### config.mk
export PLATFORM = sky130hd
export DESIGN_NAME = multdiv_unit
export DESIGN_NICKNAME = d
export VERILOG_FILES = /design/src/rtl/multdiv_pkg.sv /design/src/rtl/div_step.sv /design/src/rtl/multdiv_unit.sv
export SDC_FILE = /design/constraint.sdc
export NUM_CORES = 1
export LEC_CHECK = 0
export CAP_MARGIN = 25
export CORE_MARGIN = 2
export CORE_UTILIZATION = 30
export CTS_CLUSTER_SIZE = 30
export DETAILED_ROUTE_END_ITERATION = 8
export GPL_TIMING_DRIVEN = 0
export PLACE_DENSITY = 0.56
export SYNTH_ARGS = -nofsm -noshare
export SYNTH_HDL_FRONTEND = slang
export SYNTH_SLANG_ARGS = --single-unit
### constraint.sdc
create_clock -name clock -period 9.4 [get_ports clock]
set_clock_uncertainty 0.2 [all_clocks]
set_input_delay 1.88 -clock clock [delete_from_list [all_inputs] [get_ports clock]]
set_output_delay 1.88 -clock clock [all_outputs]
set_load 0.01 [all_outputs]
### src/rtl/multdiv_pkg.sv
// Shared types and constants for the iterative multiply/divide unit.
// Only a 32-bit datapath is supported.
package multdiv_pkg;

  typedef enum logic [1:0] {
    IDLE = 2'd0,
    MULT = 2'd1,
    DIV  = 2'd2,
    DONE = 2'd3
  } state_t;

  localparam int          ITERATIONS = 32;
  localparam int          CNT_W      = 6;
  localparam logic [31:0] INT_MIN    = 32'h8000_0000;
  localparam logic [31:0] NEG_ONE    = 32'hFFFF_FFFF;

  // Unsigned magnitude of a two's-complement word; INT_MIN maps to 0x80000000.
  function automatic logic [31:0] mag32(input logic [31:0] v);
    return v[31] ? (~v + 32'd1) : v;
  endfunction

endpackage

### src/rtl/div_step.sv
// One restoring-division iteration: shift {rem, quo} left, trial-subtract
// the divisor from the remainder, and keep the difference when it is non-negative.
module div_step #(
  parameter int WIDTH = 32
) (
  input  logic [2*WIDTH-1:0] i_rq,
  input  logic [WIDTH-1:0]   i_divisor,
  output logic [2*WIDTH-1:0] o_rq
);

  logic [2*WIDTH-1:0] w_shifted;
  logic [WIDTH:0]     w_trial;

  assign w_shifted = {i_rq[2*WIDTH-2:0], 1'b0};
  // Extra top bit acts as the borrow: set means the trial went negative.
  assign w_trial   = {1'b0, w_shifted[2*WIDTH-1:WIDTH]} - {1'b0, i_divisor};

  always_comb begin
    o_rq = w_shifted;
    if (!w_trial[WIDTH]) begin
      o_rq = {w_trial[WIDTH-1:0], w_shifted[WIDTH-1:1], 1'b1};
    end
  end

endmodule

### src/rtl/multdiv_unit.sv
// Iterative signed 32-bit multiply (radix-2 Booth) / divide (restoring on magnitudes)
// with a fixed 33-cycle start-to-result latency and a one-cycle ready pulse.
module multdiv_unit #(
  parameter int WIDTH = 32
) (
  input  logic             clock,
  input  logic             reset,
  input  logic [WIDTH-1:0] data_operandA,
  input  logic [WIDTH-1:0] data_operandB,
  input  logic             ctrl_MULT,
  input  logic             ctrl_DIV,
  output logic [WIDTH-1:0] data_result,
  output logic             data_exception,
  output logic             data_resultRDY
);
  import multdiv_pkg::*;

  localparam logic [CNT_W-1:0] TERM = CNT_W'(ITERATIONS);

  state_t               r_state;
  logic [CNT_W-1:0]     r_cnt;
  logic [WIDTH-1:0]     r_mcand;
  logic [2*WIDTH:0]     r_mult;
  logic [2*WIDTH-1:0]   r_rq;
  logic [WIDTH-1:0]     r_dvs_mag;
  logic                 r_neg;
  logic                 r_div_exc;
  logic [WIDTH-1:0]     r_result;
  logic                 r_exc;
  logic                 r_rdy;

  logic [WIDTH:0]       w_hi_ext;
  logic [WIDTH:0]       w_mcand_ext;
  logic [WIDTH:0]       w_sum;
  logic [2*WIDTH:0]     w_mult_next;
  logic [2*WIDTH-1:0]   w_product;
  logic                 w_mult_exc;
  logic [2*WIDTH-1:0]   w_rq_next;
  logic [WIDTH-1:0]     w_quo_signed;

  // Accumulator is widened by one bit so subtracting INT_MIN cannot overflow.
  assign w_hi_ext    = {r_mult[2*WIDTH], r_mult[2*WIDTH:WIDTH+1]};
  assign w_mcand_ext = {r_mcand[WIDTH-1], r_mcand};

  always_comb begin
    w_sum = w_hi_ext;
    case (r_mult[1:0])
      2'b01:   w_sum = w_hi_ext + w_mcand_ext;
      2'b10:   w_sum = w_hi_ext - w_mcand_ext;
      default: w_sum = w_hi_ext;
    endcase
  end

  assign w_mult_next  = {w_sum, r_mult[WIDTH:1]};
  assign w_product    = r_mult[2*WIDTH:1];
  assign w_mult_exc   = (w_product[2*WIDTH-1:WIDTH] != {WIDTH{w_product[WIDTH-1]}});
  assign w_quo_signed = r_neg ? (~r_rq[WIDTH-1:0] + 1'b1) : r_rq[WIDTH-1:0];

  div_step #(.WIDTH(WIDTH)) u_div_step (
    .i_rq      (r_rq),
    .i_divisor (r_dvs_mag),
    .o_rq      (w_rq_next)
  );

  always_ff @(posedge clock or posedge reset) begin
    if (reset) begin
      r_state   <= IDLE;
      r_cnt     <= '0;
      r_mcand   <= '0;
      r_mult    <= '0;
      r_rq      <= '0;
      r_dvs_mag <= '0;
      r_neg     <= 1'b0;
      r_div_exc <= 1'b0;
      r_result  <= '0;
      r_exc     <= 1'b0;
      r_rdy     <= 1'b0;
    end else begin
      r_rdy <= 1'b0;
      if (ctrl_MULT || ctrl_DIV) begin
        // Any start pulse (re)launches; MULT takes priority over DIV.
        r_state   <= ctrl_MULT ? MULT : DIV;
        r_cnt     <= '0;
        r_mcand   <= data_operandA;
        r_mult    <= {{WIDTH{1'b0}}, data_operandB, 1'b0};
        r_rq      <= {{WIDTH{1'b0}}, mag32(data_operandA)};
        r_dvs_mag <= mag32(data_operandB);
        r_neg     <= data_operandA[WIDTH-1] ^ data_operandB[WIDTH-1];
        r_div_exc <= (data_operandB == '0) ||
                     ((data_operandA == INT_MIN) && (data_operandB == NEG_ONE));
      end else begin
        case (r_state)
          MULT: begin
            if (r_cnt == TERM) begin
              r_result <= w_mult_exc ? '0 : w_product[WIDTH-1:0];
              r_exc    <= w_mult_exc;
              r_rdy    <= 1'b1;
              r_state  <= DONE;
            end else begin
              r_mult <= w_mult_next;
              r_cnt  <= r_cnt + 1'b1;
            end
          end
          DIV: begin
            if (r_cnt == TERM) begin
              r_result <= r_div_exc ? '0 : w_quo_signed;
              r_exc    <= r_div_exc;
              r_rdy    <= 1'b1;
              r_state  <= DONE;
            end else begin
              r_rq  <= w_rq_next;
              r_cnt <= r_cnt + 1'b1;
            end
          end
          DONE:    r_state <= IDLE;
          default: r_state <= IDLE;
        endcase
      end
    end
  end

  assign data_result    = r_result;
  assign data_exception = r_exc;
  assign data_resultRDY = r_rdy;

endmodule

==> impl_results.md, run 1 <==
* LEAKAGE at 8.02 nW
* Post-DP HPWL at 44600 um
* Antenna diodes at 0
* Worst Setup End Kind: register
* RSZ-0062 raised after global routing: false
* Status: completed
* Routability cong. at ~0.9
* Critical Path End: r_mult[64]
* Mean Syn Cell Area at around 8 um2
* Area Growth Syn to Fin at 18.7%
* First-pass GRT wire length at 90600 um
* Total area of sequential cells at between 0.005 and 0.006 mm2
* Die Wd at 237 um
* Post-synth EDFFs at 0
* Multi-input gate area at 0.00963 mm2
* Synth cell types at 67
* Initial core utilization at between 30% and 40%
* Clock root buffer: clkbuf_16
* Proportion of synthesized area in mux cells at between 1 and 1.5%
* Total number of vias at 15700
* Core area at ~0.054 mm2
* CTS max path bufs at 3
* Avg WL per Cell at just over 20 um
* Compound-Gate Fraction of Synth Area at 22.3%
* Power Dens Cells at 176 mW/mm2
* Max_slew headroom at 37.9%
* Final Hold Fails at 0
* Hold_ws at 0.279 ns
* Crit-path max cell delay at 0.56 ns
* Final setup viols at 0
* Placed inst area at 0.0182 mm2
* Crit path DAT at between 5 and 6 ns
* Total global-route track usage at 20.6%
* Clock Sink Count at 236
* DRT iter0 DRCs at between 1000 and 1500
* R2R Path End: r_mult[64]
* DRC errors left at 0
* Ports at 102
* Final core occ at between 30% and 40%
* TritonRoute pass-1 iters at 5
* Synth Net Count at 2167
* CP Max Fanout at 10
* Max-cap violations at 0
* CTS H-tree depth at 1
* Achievable Freq at 198 MHz
* Initial antenna violation count at 1
* Layout cells sized above 1 at 3.26%
* Delay-heaviest family, CP: compound AO/OA/AOI/OAI gates
* Design Area, Final at 0.0193 mm2
* Crit start category: register
* Final #Nets at around 2300
* Final Critical Period at slightly above 5 ns
* Top cells by area, synth: dfrtp_1, nand2_1, xnor2_1
* Levels on crit path at 15
* Post-synth top flop: dfrtp_1
* Final WL at 58300 um
* Worst-margin pin slew at 0.924 ns
* Adder-Cell Fraction of Synth Area at 5.95%
* Worst hold path type: reg2reg
* Post-synthesis cell area at 0.0162 mm2
* Total die area at about 0.056 mm2
* Clk_lat worst skew at 0.60 ns
* Die H at 237 um
* R2R setup slack at 4.36 ns
* Gate Count Post-Synth at a little over 2000
* Post-route clock period utilization at a little over half
* Ys async rst share at 100%
* Post-CTS Setup Inserts at 0
* Slowest stage cell, crit path: o31ai_1
* Simple-gate share of the synthesized area at around a fifth
* Yosys reg bits at 236
* Yosys warning count at 0
* Post-cts gate resize count at 0
* Post-synth top area share at 36.4%
* Crit path from: r_mult[1]
* TritonCTS Buffers at 30
* Seq/Total Area, Yosys at 36.4%
* Worst R2R Path Depth at 15
* Post-synth top area cell: dfrtp_1
* Crit path required time at just under 10 ns
* CP cell instances: ha_1 > clkbuf_1 > clkbuf_1 > a21oi_1 > xnor2_1 > ha_1 > a21o_1 > a22o_1 > o31ai_1 > o31a_1 > o211ai_1 > a21oi_1 > o21ai_0 > xnor2_1 > a211oi_1
* Number of port buffers at 100
* Slew Limit Fails at 0
* Vias in the first global route at around 15000
* Clk pin slew, worst setup/hold paths at ~0.060 ns
* Grt total ovfl at 0
* WP buf/inv at 2
* Num rows at 85
* Avg Vias per Cell at 5.46
* WS Path Type: reg2reg
* CTS tree: built
* XOR/XNOR share of the synthesized area at under 10%
* Reg2Reg Launch Point: r_mult[1]
* Worst vdd ir at 0.149 mV
* Main combinational cell family by area after synthesis: compound AO/OA/AOI/OAI gates
* Antenna Violating Nets Remaining at 0
* Filler cells at 5581
* Largest net degree at the start of global routing at 116
* Post-CTS Hold Fix Bufs at 0
## cells in the final DEF, fill, tap and decap left out, types with 23 or more instances in the layout
| master | n |
|---|---|
| clkbuf_1 | 105 |
| o31ai_1 | 32 |
| a21oi_1 | 138 |
| a21o_1 | 25 |
| clkbuf_16 | 30 |
| nand2_1 | 370 |
| xor2_1 | 56 |
| nor2_1 | 151 |
| o21ai_0 | 172 |
| nand3_1 | 30 |
| ha_1 | 74 |
| a22oi_1 | 28 |
| a31oi_1 | 74 |
| o211ai_1 | 23 |
| clkdlybuf4s50_1 | 100 |
| inv_1 | 73 |
| nor3_1 | 38 |
| dfrtp_1 | 236 |
| xnor2_1 | 112 |
## worst min-delay path by stage
stage / start / end / slack, ns / cells past startpoint
after floorplan: r_dvs_mag[0] / r_dvs_mag[0] / 0.24 / 2
after global placement: r_dvs_mag[0] / r_dvs_mag[0] / 0.27 / 2
after detailed placement: data_result[11] / data_result[11] / 0.27 / 2
after CTS: r_dvs_mag[18] / r_dvs_mag[18] / 0.29 / 2
after global routing: data_result[23] / data_result[23] / 0.30 / 2
final: r_dvs_mag[18] / r_dvs_mag[18] / 0.28 / 2
## cell usage after synthesis (all sizes together) (15+ instances only)
cell type and n:
o31ai 33, or4 17, a22oi 28, xnor2 112, xor2 56, nand2 370
inv 74, a21o 25, a31oi 74, nor4 23, nor3 38, nor2 151
a21oi 138, ha 74, clkbuf 103, nand4 20, mux2i 20, o21ai 174
dfrtp 236, and3 19, o211ai 23, o41ai 18, nand2b 22, nand3 30
a211oi 15
## worst min-delay path, cell delays in order, from the launching register on
cell	delay (ns)
dfrtp_1	0.34
nand2_1	0.04
o21ai_0	0.06
## logic make-up (layout without fill, tap and decap cells)
| group | after synthesis | in the layout |
|---|---|---|
| and+or+nand+nor | 747 | 747 |
| AOI/OAI and AO/OA | 587 | 587 |
| DFF | 236 | 236 |
| buffers and inverters | 187 | 342 |
| xor gates and xnor gates | 168 | 168 |
| adders and majority gates | 76 | 76 |
| muxes | 22 | 22 |
## where the power goes
group	switching, mW	internal (mW)
clock network	0.490	0.807
logic	0.531	0.348
registers	0.103	1.11
## per-layer routing
layer	GRT usage (%)	part of all wire (%)
met1	29.9	47
met2	32.4	45
met3	2.25	4.7
met4	5.43	2.7
met5	0	0.017
## cell type report
cell class              instances  area share, %
plain buffers                 113           2.20
clock buffers                  40           4.51
clock inverters                13           1.20
inverters                      74           1.48
multi-input cells            1600           50.0
flip-flops and latches        236           30.6
well taps                     696           4.52
repair buffers                102           5.48
## metrics by stage
stage | setup WS, ns | TNS (ns) | instances | total power, mW
3_3_place_gp | -2.82 | -655.90 | 2819 | 2.08
4_1_cts | 4.43 | 0 | 2874 | 3.40
6_report | 4.36 | 0 | 2874 | 3.39
2_1_floorplan | 0.845 | 0 | 2023 | 1.77
3_5_place_dp | 3.79 | 0 | 2821 | 2.10
5_1_grt | 4.10 | 0 | 2874 | 3.55
## flip-flops by register name, summed over array words and instances, names as in the netlist
| signal | count |
|---|---|
| r_mult | 65 |
| r_rq | 63 |
| data_result | 32 |
| r_dvs_mag | 32 |
| r_mcand | 32 |
| r_cnt | 6 |
| r_state | 2 |
| data_exception | 1 |
| data_resultRDY | 1 |
| r_div_exc | 1 |
| r_neg | 1 |
Power figures use the tool's default switching activity.
==> inputs of run 2 (changes only) <==
Clock period 9.4 ns to 5.2 ns, I/O delays scaled along.
==> impl_results.md, run 2 (synthesized netlist as in run 1, its figures left out) <==
* Final Critical Period at 4.87 ns
* Internal power at 3.91 mW
* Total area of sequential cells at about 0.0059 mm2
* Final core occ at between 30% and 40%
* Power Dens Cells at 307 mW/mm2
* Filler cells at 5574
* Design Area, Final at 0.0193 mm2
* Number of port buffers at 100
* Status: completed
* Ports at 102
* Hold worst-path end: r_dvs_mag[15]
* Post-CTS Hold Fix Bufs at 0
* Core area at approximately 0.054 mm2
* Post-CTS Setup Inserts at 0
* LEAKAGE at between 8 and 9 nW
* Post-route setup slack at approximately 0.33 ns
* Final Hold Fails at 0
* Sequential Power Share at a little under two fifths
* RSZ-0062 raised after global routing: false
* Multi-input gate area at around 0.0096 mm2
* Clk pin slew, worst setup/hold paths at 0.06 ns
* R2R Path End: r_mult[64]
* Clock root buffer: clkbuf_16
* Die Wd at 237 um
* Worst-margin pin slew at around 0.86 ns
* Worst vdd ir at 0.295 mV
* CTS H-tree depth at 1
* Total number of vias at 15800
* Achievable Freq at 205 MHz
* Clock share of power at a little over a third
* Post-DP HPWL at around 45000 um
* DP Cell Count at 2826
* Crit start category: register
* Initial antenna violation count at 0
* Slew Limit Fails at 0
* Area Growth Syn to Fin at 18.7%
* Setup WS pre-CTS at 0.282 ns
* DRT iter0 DRCs at 1321
* Max-cap violations at 0
* Largest Register: r_mult
* Total global-route track usage at between 20% and 30%
* Die H at approximately 240 um
* Avg Vias per Cell at 5.50
* Placed inst area at 0.0182 mm2
* WS Path Type: reg2reg
* CTS tree: built
* Routability cong. at 0.914
* Largest regs: r_mult: 65 flops, r_rq: 63 flops
* Power Total at 5.92 mW
* Reg2Reg Launch Point: r_mult[1]
* Final setup viols at 0
* Clock Sink Count at about 240
* Initial core utilization at a little under a third
* First-pass GRT wire length at ~90000 um
* Worst hold path type: reg2reg
* Origin of the worst min-delay path: r_dvs_mag[15]
* Antenna diodes at 0
* Largest net degree at the start of global routing at 42
* Max FFs per register at 65
* Crit path DAT at 5.14 ns
* Worst Setup End Kind: register
* Hold depth at 2
* Max_slew headroom at 42.9%
* Fin cells at 2877
* Final WL at around 60000 um
* Grt total ovfl at 0
* Commonest non-fill, non-tap cell in the layout: nand2_1
* Switch Pwr at approximately 2 mW
* Most frequent cells in the layout: nand2_1, dfrtp_1, o21ai_0
* DRC errors left at 0
* R2R setup slack at 0.33 ns
* TritonRoute pass-1 iters at 6
* Switching Fraction at 34.0%
* Crit path required time at 5.46 ns
* Clk_lat worst skew at 0.60 ns
* Worst R2R Path Depth at 15
* Final #Nets at ~2300
* Layout cells sized above 1 at ~3.6%
* Vias in the first global route at 15500
* Antenna Violating Nets Remaining at 0
* Total die area at 0.0560 mm2
* CP Max Fanout at 10
* Avg WL per Cell at 20.3 um
* Post-route clock period utilization at 93.7%
* Gate power share at between 20% and 30%
* Num rows at 85
* CTS max path bufs at 3
* TritonCTS Buffers at 29
-- run 2: cell count changes in the layout (fill, tap and decap cells not counted), moves of 3 or more --
cell	change
buf_12	+6
bufinv_16	-5
clkbuf_1	-3
clkbuf_8	+6
-- run 2: layer usage --
layer / global-route usage [%] / share of wire (%) / wire length (um) / up-vias
met5: 0 / 0 / 0 / -
met3: 2.89 / 6.0 / 3510 / 64
li1: - / - / - / 7463
met1: 29.1 / 46 / 26800 / 7775
met4: 4.53 / 2.0 / 1180 / 0
met2: 33.6 / 46 / 26700 / 509
-- run 2: final cells by class --
type	instances	share of cell area, %
tap	696	4.52
buffer	113	2.22
clock buffer	44	4.79
sequential	236	30.7
timing repair buffer	107	5.86
multi-input combinational	1600	50.1
clock inverter	7	0.429
inverter	74	1.46
-- run 2: how the worst max path moves through the flow --
stage | cells past startpoint | to | startpoint | slack, ns
2_1_floorplan | 1 | data_exception | reset | 0.87
3_3_place_gp | 2 | data_result[10] | reset | -1.25
3_5_place_dp | 15 | r_mult[64] | r_mult[1] | 0.28
4_1_cts | 15 | r_mult[64] | r_mult[1] | 0.23
5_1_grt | 15 | r_mult[64] | r_mult[1] | 0.13
6_report | 15 | r_mult[64] | r_mult[1] | 0.33
-- run 2: power by group through the flow --
stage / Clock (mW) / Combinational, mW / Sequential, mW
after detailed placement: 0 / 1.58 / 2.22
after global routing: 2.24 / 1.76 / 2.22
after CTS: 2.16 / 1.58 / 2.19
after floorplan: 0 / 1.01 / 2.18
after global placement: 0 / 1.55 / 2.22
final: 2.13 / 1.59 / 2.19
-- run 2: timing repair --
item,4_1_cts,5_1_grt
resized for setup,0,6
setup endpoints to repair,0,5
hold endpoints to repair,0,0
-- run 2: worst max-delay path, cell delays in order, from the launching register on --
cell and delay, ns:
dfrtp_1 0.49, ha_1 0.21, clkbuf_1 0.29, clkbuf_2 0.31
a21oi_1 0.08, xnor2_1 0.29, ha_1 0.34, a21o_1 0.22
a22o_1 0.26, o31ai_1 0.55, o31a_1 0.37, o211ai_1 0.26
a21oi_1 0.30, o21ai_0 0.17, xnor2_1 0.15, a211oi_1 0.23
-- run 2: stage by stage --
stage	hold slack, ns	setup TNS, ns
after floorplan	0.243	0
after global placement	0.269	-286.31
after detailed placement	0.272	0
after CTS	0.284	0
after global routing	0.307	0
final	0.273	0
==> inputs of run 3 (changes only) <==
Settings changed: CAP_MARGIN 25 to unset.
==> impl_results.md, run 3 (synthesized netlist as in run 1, its figures left out) <==
* WS Path Type: reg2reg
* Clock root buffer: clkbuf_16
* CP Max Fanout at 10
* RSZ-0062 raised after global routing: false
* Crit start category: register
* CTS H-tree depth at 1
* Post-DP HPWL at 45000 um
* Fin cells at 2881
* Worst vdd ir at ~0.34 mV
* Die H at approximately 240 um
* Clock Sink Count at 236
* Commonest non-fill, non-tap cell in the layout: nand2_1
* TritonRoute pass-1 iters at 6
* CTS tree: built
* Worst-margin pin slew at 0.905 ns
* Largest net degree at the start of global routing at 42
* Crit path required time at 5.49 ns
* Post-route setup slack at 0.204 ns
* Layout cells sized above 1 at about 3.7%
* Slowest stage cell, crit path: o31ai_1
* Largest Register: r_mult
* Antenna diodes at 0
* Area Growth Syn to Fin at 19.4%
* Final #Nets at 2307
* CP cell instances: ha_1 > clkbuf_1 > clkbuf_1 > nor2_1 > xnor2_1 > ha_1 > a21o_1 > a22o_1 > o31ai_1 > o31a_1 > o211ai_1 > a21oi_1 > o21ai_0 > xnor2_1 > a211oi_1
* Total area of sequential cells at 0.00591 mm2
* Die Wd at 237 um
* WP buf/inv at 2
* Grt total ovfl at 0
* Delay-heaviest family, CP: compound AO/OA/AOI/OAI gates
* Final WL at 58500 um
* Ports at 102
* Crit path DAT at 5.29 ns
* Post-route clock period utilization at 96.1%
* Setup TNS at 0 ns
* Status: completed
* Final Critical Period at 5.00 ns
* Antenna Violating Nets Remaining at 0
* Total number of vias at approximately 16000
* First-pass GRT wire length at 91100 um
* Max-cap violations at 0
* Routability cong. at roughly 0.91
* Worst hold path type: reg2reg
* DRT iter0 DRCs at 1408
* Most frequent cells in the layout: nand2_1, dfrtp_1, o21ai_0
* Slew Limit Fails at 0
* Vias in the first global route at 15500
* Final Hold Fails at 0
* Largest regs: r_mult: 65 flops, r_rq: 63 flops
* Max FFs per register at 65
* Core area at 0.0537 mm2
* Initial core utilization at 30.2%
* TritonCTS Buffers at 31
* Worst Setup End Kind: register
* Avg Vias per Cell at approximately 5.5
* CTS max path bufs at 3
* Number of port buffers at 100
* Power Dens Cells at 318 mW/mm2
* Total global-route track usage at 20.7%
* Crit-path max cell delay at 0.55 ns
* Setup WS pre-CTS at 0.258 ns
* Avg WL per Cell at 20.3 um
* Placed inst area at around 0.018 mm2
* Post-CTS Setup Inserts at 0
* Initial antenna violation count at 2
* Design Area, Final at approximately 0.019 mm2
* Max_slew headroom at between 30% and 40%
* Total die area at 0.0560 mm2
* Filler cells at 5571
* Final setup viols at 0
* DP Cell Count at between 2000 and 3000
* Achievable Freq at 200 MHz
* Num rows at 85
* LEAKAGE at 8.08 nW
* Clk_lat worst skew at 0.60 ns
* DRC errors left at 0
* Multi-input gate area at 0.00964 mm2
* Clk pin slew, worst setup/hold paths at 0.06 ns
* Power Total at between 6 and 7 mW
## run 3: timing repair
action                                  CTS  global route
resized for setup                         0             4
hold buffers                              0             0
endpoints found under the setup margin    0             4
## run 3: area by class of cell
class,count,share of cell area [%]
Buffer,113,2.19
Clock buffer,42,4.68
Clock inverter,13,1.12
Inverter,74,1.45
Multi-Input combinational cell,1600,49.8
Sequential cell,236,30.5
Tap cell,696,4.49
Timing Repair Buffer,107,5.82
## run 3: metrics by stage
step / hold slack (ns) / util (%)
2_1_floorplan: 0.243 / -
3_3_place_gp: 0.269 / 33.7
3_5_place_dp: 0.272 / 34.0
4_1_cts: 0.286 / 36.1
5_1_grt: 0.308 / 36.1
6_report: 0.279 / 36.1
## run 3: layer usage
layer	up-vias	wire (um)	GRT usage [%]
met4	2	1690	5.93
met5	-	12	0
li1	7442	-	-
met2	515	26300	33.0
met3	102	3950	3.95
met1	7732	26500	28.6
## run 3: power breakdown
part | switching [mW] | total [mW] | internal, mW | leakage (nW)
registers | 0.185 | 2.19 | 2.01 | 2.97
logic | 0.965 | 1.60 | 0.635 | 4.55
clock network | 0.910 | 2.38 | 1.47 | 0.555
## run 3: tightest hold or removal path, cell delays in order, from the launching register on
cell and delay, ns:
dfrtp_1 0.34, nand2_1 0.05, o21ai_0 0.06
## run 3: final timing paths
check	from	endpoint	slack (ns)	depth (start not counted)
max reg2reg	r_mult[1]	r_mult[64]	0.20	15
min	r_dvs_mag[15]	r_dvs_mag[15]	0.28	2
max	r_mult[1]	r_mult[64]	0.20	15
max in group asynchronous	reset	data_result[13]	2.97	5
min reg2reg	r_dvs_mag[15]	r_dvs_mag[15]	0.28	2
min in group asynchronous	reset	r_mult[55]	0.67	2
